<file path="src/rtl/uart_tx_unit.sv">
// UART transmitter: accepts a byte on a Send/Busy handshake and shifts out an 11-bit frame
// (start, 8 data bits LSB first, parity slot, stop) at a selectable baud rate.
module uart_tx_unit #(
  parameter int unsigned CLK_FREQ = 50_000_000
) (
  input  logic       Clock,
  input  logic       Reset,
  input  logic       Send,
  input  logic [7:0] Data,
  input  logic [1:0] ParityType,
  input  logic [1:0] BaudRate,
  output logic       DataTx,
  output logic       Busy,
  output logic       DoneFlag
);

  localparam logic [15:0] Div2400  = 16'(CLK_FREQ / 2400);
  localparam logic [15:0] Div4800  = 16'(CLK_FREQ / 4800);
  localparam logic [15:0] Div9600  = 16'(CLK_FREQ / 9600);
  localparam logic [15:0] Div19200 = 16'(CLK_FREQ / 19200);

  typedef enum logic [2:0] {StIdle, StStart, StData, StParity, StStop} txStateT;

  txStateT     stateQ, stateD;
  logic [15:0] baudCntQ, baudCntD;
  logic [15:0] divQ, divD;
  logic [2:0]  bitIdxQ, bitIdxD;
  logic [7:0]  dataQ, dataD;
  logic [1:0]  parityQ, parityD;
  logic        txQ, txD;
  logic        busyQ, busyD;
  logic        doneQ, doneD;

  logic [15:0] divSel;
  logic        bitEnd;
  logic        parityBit;
  logic [2:0]  nextIdx;

  always_comb begin
    unique case (BaudRate)
      2'b00:   divSel = Div2400;
      2'b01:   divSel = Div4800;
      2'b10:   divSel = Div9600;
      default: divSel = Div19200;
    endcase
  end

  // The parity slot is always sent so the frame stays 11 bits long.
  always_comb begin
    unique case (parityQ)
      2'b01:   parityBit = ~(^dataQ);
      2'b10:   parityBit = ^dataQ;
      default: parityBit = 1'b1;
    endcase
  end

  assign bitEnd  = (baudCntQ == divQ - 16'd1);
  assign nextIdx = bitIdxQ + 3'd1;

  always_comb begin
    stateD   = stateQ;
    baudCntD = baudCntQ;
    divD     = divQ;
    bitIdxD  = bitIdxQ;
    dataD    = dataQ;
    parityD  = parityQ;
    txD      = txQ;
    busyD    = busyQ;
    doneD    = 1'b0;

    if (stateQ != StIdle) begin
      baudCntD = bitEnd ? 16'd0 : baudCntQ + 16'd1;
    end

    unique case (stateQ)
      StIdle: begin
        txD   = 1'b1;
        busyD = 1'b0;
        if (Send) begin
          dataD    = Data;
          parityD  = ParityType;
          divD     = divSel;
          baudCntD = 16'd0;
          bitIdxD  = 3'd0;
          txD      = 1'b0;
          busyD    = 1'b1;
          stateD   = StStart;
        end
      end
      StStart: begin
        if (bitEnd) begin
          txD     = dataQ[0];
          bitIdxD = 3'd0;
          stateD  = StData;
        end
      end
      StData: begin
        if (bitEnd) begin
          bitIdxD = nextIdx;
          if (bitIdxQ == 3'd7) begin
            txD    = parityBit;
            stateD = StParity;
          end else begin
            txD = dataQ[nextIdx];
          end
        end
      end
      StParity: begin
        if (bitEnd) begin
          txD    = 1'b1;
          stateD = StStop;
        end
      end
      StStop: begin
        if (bitEnd) begin
          txD    = 1'b1;
          busyD  = 1'b0;
          doneD  = 1'b1;
          stateD = StIdle;
        end
      end
      default: begin
        txD    = 1'b1;
        busyD  = 1'b0;
        stateD = StIdle;
      end
    endcase
  end

  always_ff @(posedge Clock) begin
    if (Reset) begin
      stateQ   <= StIdle;
      baudCntQ <= 16'd0;
      divQ     <= 16'd0;
      bitIdxQ  <= 3'd0;
      dataQ    <= 8'd0;
      parityQ  <= 2'd0;
      txQ      <= 1'b1;
      busyQ    <= 1'b0;
      doneQ    <= 1'b0;
    end else begin
      stateQ   <= stateD;
      baudCntQ <= baudCntD;
      divQ     <= divD;
      bitIdxQ  <= bitIdxD;
      dataQ    <= dataD;
      parityQ  <= parityD;
      txQ      <= txD;
      busyQ    <= busyD;
      doneQ    <= doneD;
    end
  end

  assign DataTx   = txQ;
  assign Busy     = busyQ;
  assign DoneFlag = doneQ;

endmodule
</file>
<file path="config.mk">
export PLATFORM = sky130hd
export DESIGN_NAME = uart_tx_unit
export DESIGN_NICKNAME = d
export VERILOG_FILES = /design/src/rtl/uart_tx_unit.sv
export SDC_FILE = /design/constraint.sdc
export NUM_CORES = 1
export LEC_CHECK = 0
export ABC_AREA = 1
export BUFFER_PORTS_ARGS = -buffer_cell sky130_fd_sc_hd__buf_2
export CAP_MARGIN = 10
export CORE_UTILIZATION = 40
export CTS_CLUSTER_SIZE = 8
export DETAILED_ROUTE_END_ITERATION = 10
export PLACE_DENSITY_LB_ADDON = 0.3
export SLEW_MARGIN = 20
export SYNTH_ARGS = -nofsm -noshare
export SYNTH_HDL_FRONTEND = slang
export SYNTH_SLANG_ARGS = --single-unit
</file>
<file path="constraint.sdc">
create_clock -name Clock -period 2.8 [get_ports Clock]
set_clock_uncertainty 0.1 [all_clocks]
set_input_delay 0.56 -clock Clock [delete_from_list [all_inputs] [get_ports Clock]]
set_output_delay 0.56 -clock Clock [all_outputs]
set_load 0.05 [all_outputs]
</file>
==> run summary, run 1 <==
Timing
• **highest clock rate** 388 MHz
• **portion of the clock cycle consumed by the worst path in the final layout** 91.9%
• **slew at the pin with the worst max-slew slack** 580 ps
• **Setup violations, final** 0
• **final hold violation count** 0
• **unrepaired setup endpoints after global routing** false
• **final setup TNS** 0 ps
• **time the final worst path needs with I/O delays and setup** 2570 ps
• **Relative slew margins** 61.3%
• **Final Slew Violations** 0

Route
• **violation count after the first detailed-routing iteration** 199
• **routed wire length per instance** 12.5 µm
• **iteration count of the initial detailed-routing pass** 4
• **vias per inst** 4.96
• **total routed wirelength** 6890 µm
• **Antenna Violating Nets Remaining** 0
• **vias post-DR** 2731
• **DRC** 0

Final layout
• **diode count** 0
• **commonest non-fill, non-tap cell in the layout** nand2_1
• **most frequent cells in the layout** nand2_1 (102), nor2_1 (67), inv_1 (52)
• **Final Cell Area** 3150 µm²
• **share of cells above drive strength 1** 11.4%
• **NumNets Final** 480
• **Area Growth Syn to Fin** 10.1%

Logic synthesis
• **net count after synthesis** 462
• **distinct cell type count after synthesis** 32
• **synthesized flop and latch total** 44
• **fraction of synthesized cell area in xor and xnor cells** 7.96%
• **multiplexer fraction of the synthesized cell area** 0%
• **FFs w/ async S/R, synth** 0%
• **average cell area after synthesis** 6.56 µm²
• **area of the mapped netlist** 2860 µm²
• **area share of and/or/nand/nor cells after synthesis** 39.2%
• **Synth Area in Compound Gates** 8.26%
• **number of synthesized flops with an enable pin** 0
• **Primary FF master, synth** dfxtp_1
• **main combinational cell family by area after synthesis** simple AND/OR/NAND/NOR gates
• **adder-cell share of the synthesized area** 4.81%
• **post-synthesis sequential area ratio** 30.8%
• **cell count after synthesis** 436
• **number of warning messages in the yosys log** 0

CTS
• **Inserted Clock Buffers** 5
• **root buffer cell** clkbuf_8
• **TritonCTS Sinks** 44
• **clock transition at the register clock pins on the worst setup and hold paths after CTS** 90 ps
• **number of H-tree levels** 2
• **CTS resizes** 0
• **Longest Clk Path Bufs** 2
• **Hold-fix buffers, CTS** 0
• **clock latency of the later-clocked register in the worst-skew pair** 300 ps
• **CTS tree** built
• **setup bufs post-CTS** 0

Global route
• **first-pass GRT wire length** 11600 µm
• **total global routing overflow** 0
• **GRT Util Overall** 19.7%
• **antenna violations before repair** 0
• **pin count of the biggest net entering global routing** 20
• **number of global-route vias before repair** 2490

Worst setup path
• **critical path's slowest cell** nor3_1
• **largest driver fanout on the critical path** 14
• **arrival time of the worst setup path** 2690 ps
• **cells along the critical path** inv_1 > ha_1 > inv_1 > nor3_1 > nand2_1 > o21bai_1 > nand2_1 > nand2_1 > nor2_1 > nand3_1 > nand3_2 > nor3_1
• **critical path type** reg2reg
• **launching element type of the critical path** flop
• **Worst path max stage delay** 390 ps
• **Crit path required time** 2910 ps
• **most frequent cell on the critical path** nand2_1
• **Critical Path End Type** flop

Placement
• **dpl cell area** 3030 µm²
• **Final Wtd Congestion** 1.03
• **DPL Wire Length** 5320 µm
• **number of buffers added on ports** 17

Status
• **status** finished clean

Pwr
• **static leakage** 1.41 nW
• **worst vdd rail ir drop** 397 µV
• **pwr dens** 878 nW/µm²

Run
• **max_cap viols** 0

Floorplan
• **die area** 7500 µm²
• **count of boundary I/O pins** 18
• **Initial Utilization** 41.7%
• **Rows** 30
• **horizontal die dimension** 86.6 µm
• **area of the core** 6870 µm²
• **Die Y-Extent** 86.6 µm

Hold path
• **class of the tightest hold or removal check** reg2reg

==> report_power, final <==
part | internal, W | switching [W] | total, W
sequential | 0.000736 | 0.000136 | 0.000873
clock | 0.000292 | 0.000238 | 0.000530
combinational | 0.000473 | 0.000893 | 0.00137
total | 0.00150 | 0.00127 | 0.00277
==> critical path: cells and delay by family, from the launching register on <==
kind / cells / cell delay (ps)
flops: 1 / 360
compound gates: 1 / 140
simple gates: 8 / 1330
buf+inv: 2 / 290
fa+ha+maj: 1 / 260
==> cell families after synthesis <==
group           count (synthesis)
flops                          44
simple gates                  249
xor+xnor                       26
buf+inv                        62
fa+ha+maj                      11
compound gates                 44
==> stage by stage <==
step | power [W] | instances | hold slack [ps] | worst slack (ps) | utilization, %
2_1_floorplan | 0.00193 | 436 | 351 | 749 | -
3_3_place_gp | 0.00222 | 543 | 348 | 465 | 44.1
3_5_place_dp | 0.00223 | 543 | 356 | 329 | 44.1
4_1_cts | 0.00276 | 551 | 369 | 269 | 45.9
5_1_grt | 0.00301 | 551 | 385 | 7.37 | 45.9
6_report | 0.00277 | 551 | 364 | 226 | 45.9
==> metal layers <==
metal | GRT usage, % | vias to the layer above | wire length, µm | part of all wire, %
li1 | - | 1415 | - | -
met1 | 28.2 | 1231 | 3550 | 51
met2 | 29.1 | 68 | 2860 | 41
met3 | 3.33 | 17 | 310 | 4.5
met4 | 8.48 | 0 | 173 | 2.5
met5 | 0 | - | 0 | 0
==> cell type report <==
class / count / area, µm²
fillers: 714 / 3720
multi-input cells: 330 / 1720
flip-flops and latches: 44 / 881
inverters: 53 / 199
well taps: 96 / 120
repair buffers: 20 / 108
clock buffers: 6 / 82.6
clock inverters: 2 / 38.8
==> synth_stat cells (2+ instances only) <==
cell        n  share of area (%)
dfxtp_1    44                 31
nand2_1   102                 13
inv_1      52                6.8
nand2_2     5                1.1
nand4_1     8                1.7
a21oi_1    18                3.1
ha_1       11                4.8
nor2_1     67                8.8
nor2_4      4                1.6
o22ai_1     2               0.44
nor2_2      5                1.1
or2_2       2               0.44
o21ai_0    19                3.3
xnor2_1     8                2.4
nand3_2     4                1.4
nand3_1    40                7.0
buf_6       3                1.2
clkbuf_1    4               0.52
nor3_1      8                1.4
xor2_1     18                5.5
==> sequential cells by signal, summed over array words and instances (netlist names) <==
signal	flops
DoneFlag	1
baudCntQ	16
dataQ	8
divQ	9
parityQ	2
bitIdxQ	3
stateQ	3
DataTx	1
Busy	1
==> final timing paths <==
check | cells past startpoint | slack, ps | endpoint | start
max | 12 | 230 | baudCntQ[6] | divQ[9]
min | 2 | 360 | Busy | Busy
max reg2reg | 12 | 230 | baudCntQ[6] | divQ[9]
min reg2reg | 2 | 360 | Busy | Busy
(Power assumes the default switching activity.)
==> run 2: changes to the inputs <==
--- a/config.mk
+++ b/config.mk
@@ -6,11 +6,10 @@
 export NUM_CORES = 1
 export LEC_CHECK = 0
 export ABC_AREA = 1
-export BUFFER_PORTS_ARGS = -buffer_cell sky130_fd_sc_hd__buf_2
-export CAP_MARGIN = 10
-export CORE_UTILIZATION = 40
+export CORE_UTILIZATION = 35
 export CTS_CLUSTER_SIZE = 8
 export DETAILED_ROUTE_END_ITERATION = 10
+export DONT_BUFFER_PORTS = 1
 export PLACE_DENSITY_LB_ADDON = 0.3
 export SLEW_MARGIN = 20
 export SYNTH_ARGS = -nofsm -noshare
==> run summary, run 2 (same netlist as run 1, synthesis figures left out) <==
Hold path
• **Cells on Worst Hold Path** 1, -1
• **hold path startpoint** Reset
• **class of the tightest hold or removal check** in2reg
• **Worst Hold Path EP** baudCntQ[0]

Floorplan
• **Initial Utilization** 36.7%, -5.0 points
• **count of boundary I/O pins** 18, unchanged
• **die area** 8540 µm², +14%
• **Rows** 32, +6.7%
• **Die Y-Extent** 92.4 µm, +6.7%
• **horizontal die dimension** 92.4 µm, +6.7%
• **area of the core** 7810 µm², +14%

Timing
• **slew at the pin with the worst max-slew slack** 655 ps, +74.9 ps
• **final setup TNS** 0 ps, unchanged
• **Setup violations, final** 0, unchanged
• **portion of the clock cycle consumed by the worst path in the final layout** 83.5%, -8.4 points
• **highest clock rate** 428 MHz, +10%
• **unrepaired setup endpoints after global routing** false
• **Hold Worst Slack** 219 ps, -146 ps
• **final hold violation count** 0, unchanged
• **Final Slew Violations** 0, unchanged
• **time the final worst path needs with I/O delays and setup** 2340 ps, -236 ps
• **Relative slew margins** 56.3%, -5.0 points

Placement
• **number of buffers added on ports** 0, -17
• **cell total after placement** 531, -2.2%
• **dpl cell area** 2950 µm², -2.8%
• **DPL Wire Length** 5200 µm, -2.3%
• **Final Wtd Congestion** 0.957, -7.1%

Worst setup path
• **Crit path buffers/inverters** 2, unchanged
• **Reg2Reg Setup Slack** 460 ps, +240 ps
• **Critical Path End Type** flop
• **Worst path max stage delay** 350 ps, -40 ps
• **critical register-to-register path startpoint** divQ[9]
• **endpoint of the lowest-slack register-to-register path** baudCntQ[6]
• **most frequent cell on the critical path** nand2_1
• **arrival time of the worst setup path** 2450 ps, -240 ps
• **cells along the critical path** inv_1 > ha_1 > inv_1 > nor3_2 > nand2_1 > o21bai_1 > nand2_1 > nand2_1 > nor2_1 > nand3_1 > nand3_2 > nor3_1
• **Worst Reg2Reg Path Length in Cells** 12, unchanged
• **launching element type of the critical path** flop
• **largest driver fanout on the critical path** 14, unchanged
• **Crit path required time** 2920 ps, about the same
• **critical path type** reg2reg
• **Critical Path Stages** 12, unchanged
• **top cell family by delay on the critical path** simple AND/OR/NAND/NOR gates
• **critical path's slowest cell** dfxtp_1

Final layout
• **Area Growth Syn to Fin** 5.95%
• **share of the core filled with cells** 38.8%, -7.1 points
• **Reg with most FFs** baudCntQ
• **largest registers in the final layout** baudCntQ x16, divQ x9, dataQ x8
• **flip-flop count of the largest register after layout** 16, unchanged
• **diode count** 0, unchanged
• **share of cells above drive strength 1** 7.80%, -3.6 points
• **NumNets Final** 462, -3.8%
• **Final Cell Area** 3030 µm², -3.8%
• **commonest non-fill, non-tap cell in the layout** nand2_1
• **most frequent cells in the layout** nand2_1 (102), nor2_1 (67), inv_1 (52)
• **total of fill cells in the finished design** 838, +17%
• **Non-Filler Instances** 538, -2.4%

Pwr
• **pwr dens** 853 nW/µm², -2.9%
• **static leakage** 1.32 nW, -6.6%
• **worst vdd rail ir drop** 484 µV, +22%
• **NetSw** 0.00123 W, -3.3%
• **Reg power frac** 35.3%, +3.8 points
• **net switching fraction of the power** 47.4%, +1.6 points
• **Int Pwr** 0.00136 W, -9.3%
• **Logic pwr share** 49.8%, +0.5 points
• **clock share of power** 15.0%, -4.1 points

Global route
• **antenna violations before repair** 0, unchanged
• **pin count of the biggest net entering global routing** 21, +5.0%
• **number of global-route vias before repair** 2501, +0.44%
• **total global routing overflow** 0, unchanged
• **first-pass GRT wire length** 11600 µm, +0.18%
• **GRT Util Overall** 16.9%, -2.9 points

Route
• **routed wire length per instance** 12.4 µm, -1.2%
• **Antenna Violating Nets Remaining** 0, unchanged
• **iteration count of the initial detailed-routing pass** 4, unchanged
• **violation count after the first detailed-routing iteration** 181, -9.0%
• **vias per inst** 4.87, -1.7%
• **met2 wire length** 2690 µm, -5.8%
• **vias post-DR** 2622, -4.0%
• **highest metal layer with signal wires** met4
• **DRC** 0, unchanged
• **routed wl met3** 360 µm, +16%
• **met1 layer wirelength in the final routing** 3480 µm, -1.8%
• **total routed wirelength** 6650 µm, -3.5%

CTS
• **TritonCTS Sinks** 44, unchanged
• **Hold-fix buffers, CTS** 0, unchanged
• **Inserted Clock Buffers** 5, unchanged
• **number of H-tree levels** 2, unchanged
• **setup bufs post-CTS** 0, unchanged
• **CTS tree** built
• **root buffer cell** clkbuf_8
• **Longest Clk Path Bufs** 2, unchanged
• **clock latency of the later-clocked register in the worst-skew pair** 300 ps, about the same
• **clock transition at the register clock pins on the worst setup and hold paths after CTS** 90 ps, about the same

Run
• **max_cap viols** 0, unchanged

Status
• **status** finished clean

[run 2: cell types whose count changed in the layout (fill, tap and decap cells not counted)]
| cell | previous run | this run |
|---|---|---|
| nor3_2 | 1 | 2 |
| clkinvlp_4 | 0 | 1 |
| buf_2 | 17 | 0 |
| clkbuf_8 | 6 | 5 |
| clkinv_4 | 1 | 0 |
| bufinv_16 | 1 | 0 |
| buf_4 | 3 | 2 |
| clkinv_2 | 0 | 1 |
| nor3_1 | 8 | 7 |
[run 2: area by class of cell]
| cell class | instances | area [µm²] | share of cell area (%) |
|---|---|---|---|
| Sequential cell | 44 | 881 | 29.1 |
| Inverter | 53 | 199 | 6.56 |
| Clock buffer | 5 | 68.8 | 2.27 |
| Clock inverter | 2 | 12.5 | 0.413 |
| Multi-Input combinational cell | 330 | 1730 | 57.0 |
| Timing Repair Buffer | 2 | 15.0 | 0.495 |
| Tap cell | 102 | 128 | 4.21 |
[run 2: what timing repair did]
action | CTS | global route
endpoints found under the hold margin | 0 | 0
resized for setup | 0 | 1
setup endpoints to repair | 0 | 3
[run 2: worst max-delay path by stage]
stage / end / from / slack [ps]
after detailed placement: baudCntQ[6] / divQ[9] / 340
after CTS: baudCntQ[6] / divQ[9] / 340
after global routing: baudCntQ[6] / divQ[9] / 120
after global placement: baudCntQ[13] / divQ[9] / 480
after floorplan: bitIdxQ[0] / divQ[9] / 750
final: baudCntQ[6] / divQ[9] / 460
[run 2: metal layers]
| layer | vias to the layer above | global-route usage (%) |
|---|---|---|
| li1 | 1378 | - |
| met1 | 1175 | 23.9 |
| met2 | 61 | 24.8 |
| met3 | 8 | 3.86 |
| met4 | 0 | 5.99 |
| met5 | - | 0 |
[run 2: power groups by stage]
| stage | Sequential [W] | Combinational (W) | Clock [W] |
|---|---|---|---|
| 3_3_place_gp | 0.000926 | 0.00128 | 0 |
| 6_report | 0.000912 | 0.00129 | 0.000387 |
| 2_1_floorplan | 0.000878 | 0.00105 | 0 |
| 3_5_place_dp | 0.000923 | 0.00127 | 0 |
| 4_1_cts | 0.000910 | 0.00127 | 0.000404 |
| 5_1_grt | 0.000926 | 0.00149 | 0.000431 |
[run 2: metrics by stage]
step | worst slack, ps | power, W
finish | 462 | 0.00259
floorplan | 749 | 0.00193
global route | 121 | 0.00285
detailed placement | 336 | 0.00219
global placement | 485 | 0.00220
CTS | 335 | 0.00259
==> run 3: changes to the inputs <==
--- a/config.mk
+++ b/config.mk
@@ -5,7 +5,7 @@
 export SDC_FILE = /design/constraint.sdc
 export NUM_CORES = 1
 export LEC_CHECK = 0
-export ABC_AREA = 1
+export ABC_AREA = 0
 export CORE_UTILIZATION = 35
 export CTS_CLUSTER_SIZE = 8
 export DETAILED_ROUTE_END_ITERATION = 10
==> constraint.sdc (replaced) <==
create_clock -name Clock -period 2.45 [get_ports Clock]
set_clock_uncertainty 0.1 [all_clocks]
set_input_delay 0.49 -clock Clock [delete_from_list [all_inputs] [get_ports Clock]]
set_output_delay 0.49 -clock Clock [all_outputs]
set_load 0.05 [all_outputs]
==> run summary, run 3 <==
Final layout
• **NumNets Final** 365, -21%
• **total of fill cells in the finished design** 783, -6.6%
• **share of cells above drive strength 1** 21.5%, +14 points
• **most frequent cells in the layout** nand2_1 (50), dfxtp_1 (38), nor2_1 (37)
• **largest registers in the final layout** baudCntQ x16, divQ x9, dataQ x8
• **commonest non-fill, non-tap cell in the layout** nand2_1
• **Area Growth Syn to Fin** 16.4%
• **diode count** 0, unchanged
• **Non-Filler Instances** 442, -18%
• **flip-flop count of the largest register after layout** 16, unchanged
• **Final Cell Area** 3210 µm², +6.0%
• **Reg with most FFs** baudCntQ

Floorplan
• **Rows** 32, unchanged
• **area of the core** 7690 µm², -1.5%
• **horizontal die dimension** 90.8 µm, -1.7%
• **die area** 8250 µm², -3.4%
• **count of boundary I/O pins** 18, unchanged
• **Initial Utilization** 35.9%, -0.73 points
• **Die Y-Extent** 90.8 µm, -1.7%

Worst setup path
• **arrival time of the worst setup path** 2440 ps, about the same
• **Crit path required time** 2530 ps, -390 ps
• **Crit path buffers/inverters** 0, -2
• **critical path's slowest cell** mux4_2
• **most frequent cell on the critical path** ha_4
• **top cell family by delay on the critical path** multiplexers
• **Worst path max stage delay** 480 ps, +130 ps
• **critical path type** reg2reg
• **Critical Path End Type** flop
• **largest driver fanout on the critical path** 3, -11
• **launching element type of the critical path** flop
• **cells along the critical path** ha_4 > ha_4 > mux4_2 > mux2_4 > o2111ai_2 > a31oi_1 > nor4_1 > mux2i_1

CTS
• **TritonCTS Sinks** 44, unchanged
• **Inserted Clock Buffers** 5, unchanged
• **clock latency of the later-clocked register in the worst-skew pair** 300 ps, about the same
• **number of H-tree levels** 2, unchanged
• **clock transition at the register clock pins on the worst setup and hold paths after CTS** 90 ps, about the same
• **CTS tree** built
• **Longest Clk Path Bufs** 2, unchanged
• **root buffer cell** clkbuf_8

Pwr
• **Reg power frac** 46.7%, +11 points
• **Int Pwr** 0.00119 W, -12%
• **Logic pwr share** 18.3%, -32 points
• **pwr dens** 520 nW/µm², -39%
• **static leakage** 1.19 nW, -9.7%
• **clock share of power** 35.0%, +20 points
• **net switching fraction of the power** 28.7%, -19 points
• **worst vdd rail ir drop** 260 µV, -46%
• **NetSw** 0.000481 W, -61%

Timing
• **Relative slew margins** 60.2%, +3.9 points
• **final setup TNS** 0 ps, unchanged
• **portion of the clock cycle consumed by the worst path in the final layout** 96.0%, +12 points
• **unrepaired setup endpoints after global routing** true
• **time the final worst path needs with I/O delays and setup** 2350 ps, +13.8 ps
• **Setup violations, final** 0, unchanged
• **highest clock rate** 425 MHz, -0.59%
• **slew at the pin with the worst max-slew slack** 580 ps, -74.9 ps
• **Final Slew Violations** 0, unchanged
• **final hold violation count** 0, unchanged

Global route
• **pin count of the biggest net entering global routing** 32, +52%
• **met3 GRT Util** 3.20%, -0.66 points
• **GRT Util Overall** 15.1%, -1.8 points
• **antenna violations before repair** 0, unchanged
• **total global routing overflow** 0, unchanged
• **first-pass GRT wire length** 10200 µm, -12%
• **most used routing layer** met2
• **number of global-route vias before repair** 2181, -13%
• **Global Route met2 Usage** 26.2%, +1.4 points
• **global-route met1 utilization** 18.3%, -5.6 points

Logic synthesis
• **number of warning messages in the yosys log** 0, unchanged
• **distinct cell type count after synthesis** 63, +97%
• **average cell area after synthesis** 8.44 µm², +29%
• **Yosys top cell area share** 31.9%, +1.1 points
• **cell count after synthesis** 327, -25%
• **most frequent cell after synthesis** nand2_1
• **cell types with the largest area share after synthesis** dfxtp_1 (32%), nand2_1 (6.8%), xnor2_1 (5.4%), nor2_1 (5.3%), ha_1 (5.0%)
• **ranking of synthesized cells by instance count** nand2_1 (50), dfxtp_1 (44), nor2_1 (39)
• **area of the mapped netlist** 2760 µm², -3.5%
• **net count after synthesis** 353, -24%
• **FFs w/ async S/R, synth** 0%, unchanged
• **number of synthesized flops with an enable pin** 0, unchanged
• **synthesized flop and latch total** 44, unchanged
• **library cell with the largest summed area after synthesis** dfxtp_1
• **post-synthesis sequential area ratio** 31.9%, +1.1 points
• **Primary FF master, synth** dfxtp_1

Status
• **status** finished clean

Placement
• **DPL Wire Length** 4340 µm, -17%
• **cell total after placement** 430, -19%
• **dpl cell area** 2950 µm², +0.25%
• **number of buffers added on ports** 0, unchanged
• **Final Wtd Congestion** 0.828, -13%

Route
• **routed wire length per instance** 13.5 µm, +9.2%
• **iteration count of the initial detailed-routing pass** 4, unchanged
• **vias per inst** 5.14, +5.6%
• **vias post-DR** 2274, -13%
• **Antenna Violating Nets Remaining** 0, unchanged
• **DRC** 0, unchanged
• **violation count after the first detailed-routing iteration** 105, -42%
• **total routed wirelength** 5960 µm, -10%

Hold path
• **class of the tightest hold or removal check** in2reg

Run
• **max_cap viols** 0, unchanged

## run 3: stage by stage
step / total power (W) / util (%) / hold WS, ps / setup WS, ps
5_1_grt: 0.00176 / 41.8 / 131 / -42.9
3_3_place_gp: 0.00107 / 38.4 / 355 / 42.9
3_5_place_dp: 0.00108 / 38.4 / 360 / 39.6
6_report: 0.00167 / 41.8 / 139 / 98.4
2_1_floorplan: 0.00102 / - / 338 / 13.8
4_1_cts: 0.00167 / 39.9 / 130 / 3.84
## run 3: worst paths after layout
check                   from    endpoint  slack, ps  depth (start not counted)
setup / recovery  bitIdxQ[0]      DataTx        100                          8
hold / removal         Reset   stateQ[1]        140                          1
setup reg to reg  bitIdxQ[0]      DataTx        100                          8
hold reg to reg   parityQ[0]  parityQ[0]        380                          2
## run 3: cell families (layout without fill, tap and decap cells)
family                     Yosys count  in the layout  synth area share [%]
and+or+nand+nor                    152            152                  31.0
AOI/OAI and AO/OA                   49             49                  11.7
DFF                                 44             44                  31.9
xor gates and xnor gates            32             32                  11.2
buffers and inverters               29             42                  4.58
adders and majority gates           11             11                  4.98
muxes                               10             10                  4.62
## run 3: area by class of cell
cell class              count  area, µm²  share of cell area, %
multi-input cells         254       1850                   57.7
inverters                  13       48.8                   1.52
repair buffers             21        178                   5.53
clock buffers               5       68.8                   2.14
clock inverters             3       46.3                   1.44
flip-flops and latches     44        891                   27.7
well taps                 102        128                   3.97
## run 3: timing repair
action                                  CTS  global route
hold buffers                              0             0
setup buffers                             0             4
endpoints found under the setup margin    0            21
resized for setup                         0            28
## run 3: metal layers
layer | part of all wire [%] | wire, µm | vias to the layer above
met5 | 0 | 0 | -
met3 | 3.1 | 183 | 14
met4 | 2.5 | 150 | 0
met2 | 49 | 2900 | 35
li1 | - | - | 1151
met1 | 46 | 2730 | 1074
## run 3: power groups by stage
| stage | clock network (W) | registers, W | logic [W] |
|---|---|---|---|
| global route | 0.000632 | 0.000787 | 0.000336 |
| CTS | 0.000605 | 0.000781 | 0.000283 |
| finish | 0.000586 | 0.000781 | 0.000305 |
| detailed placement | 0 | 0.000798 | 0.000281 |
| global placement | 0 | 0.000797 | 0.000278 |
| floorplan | 0 | 0.000787 | 0.000235 |
## run 3: worst reg2reg max path: stages (launching register included)
cell,delay [ps]
dfxtp_2,350
ha_4,160
ha_4,280
mux4_2,480
mux2_4,280
o2111ai_2,170
a31oi_1,60
nor4_1,250
mux2i_1,110
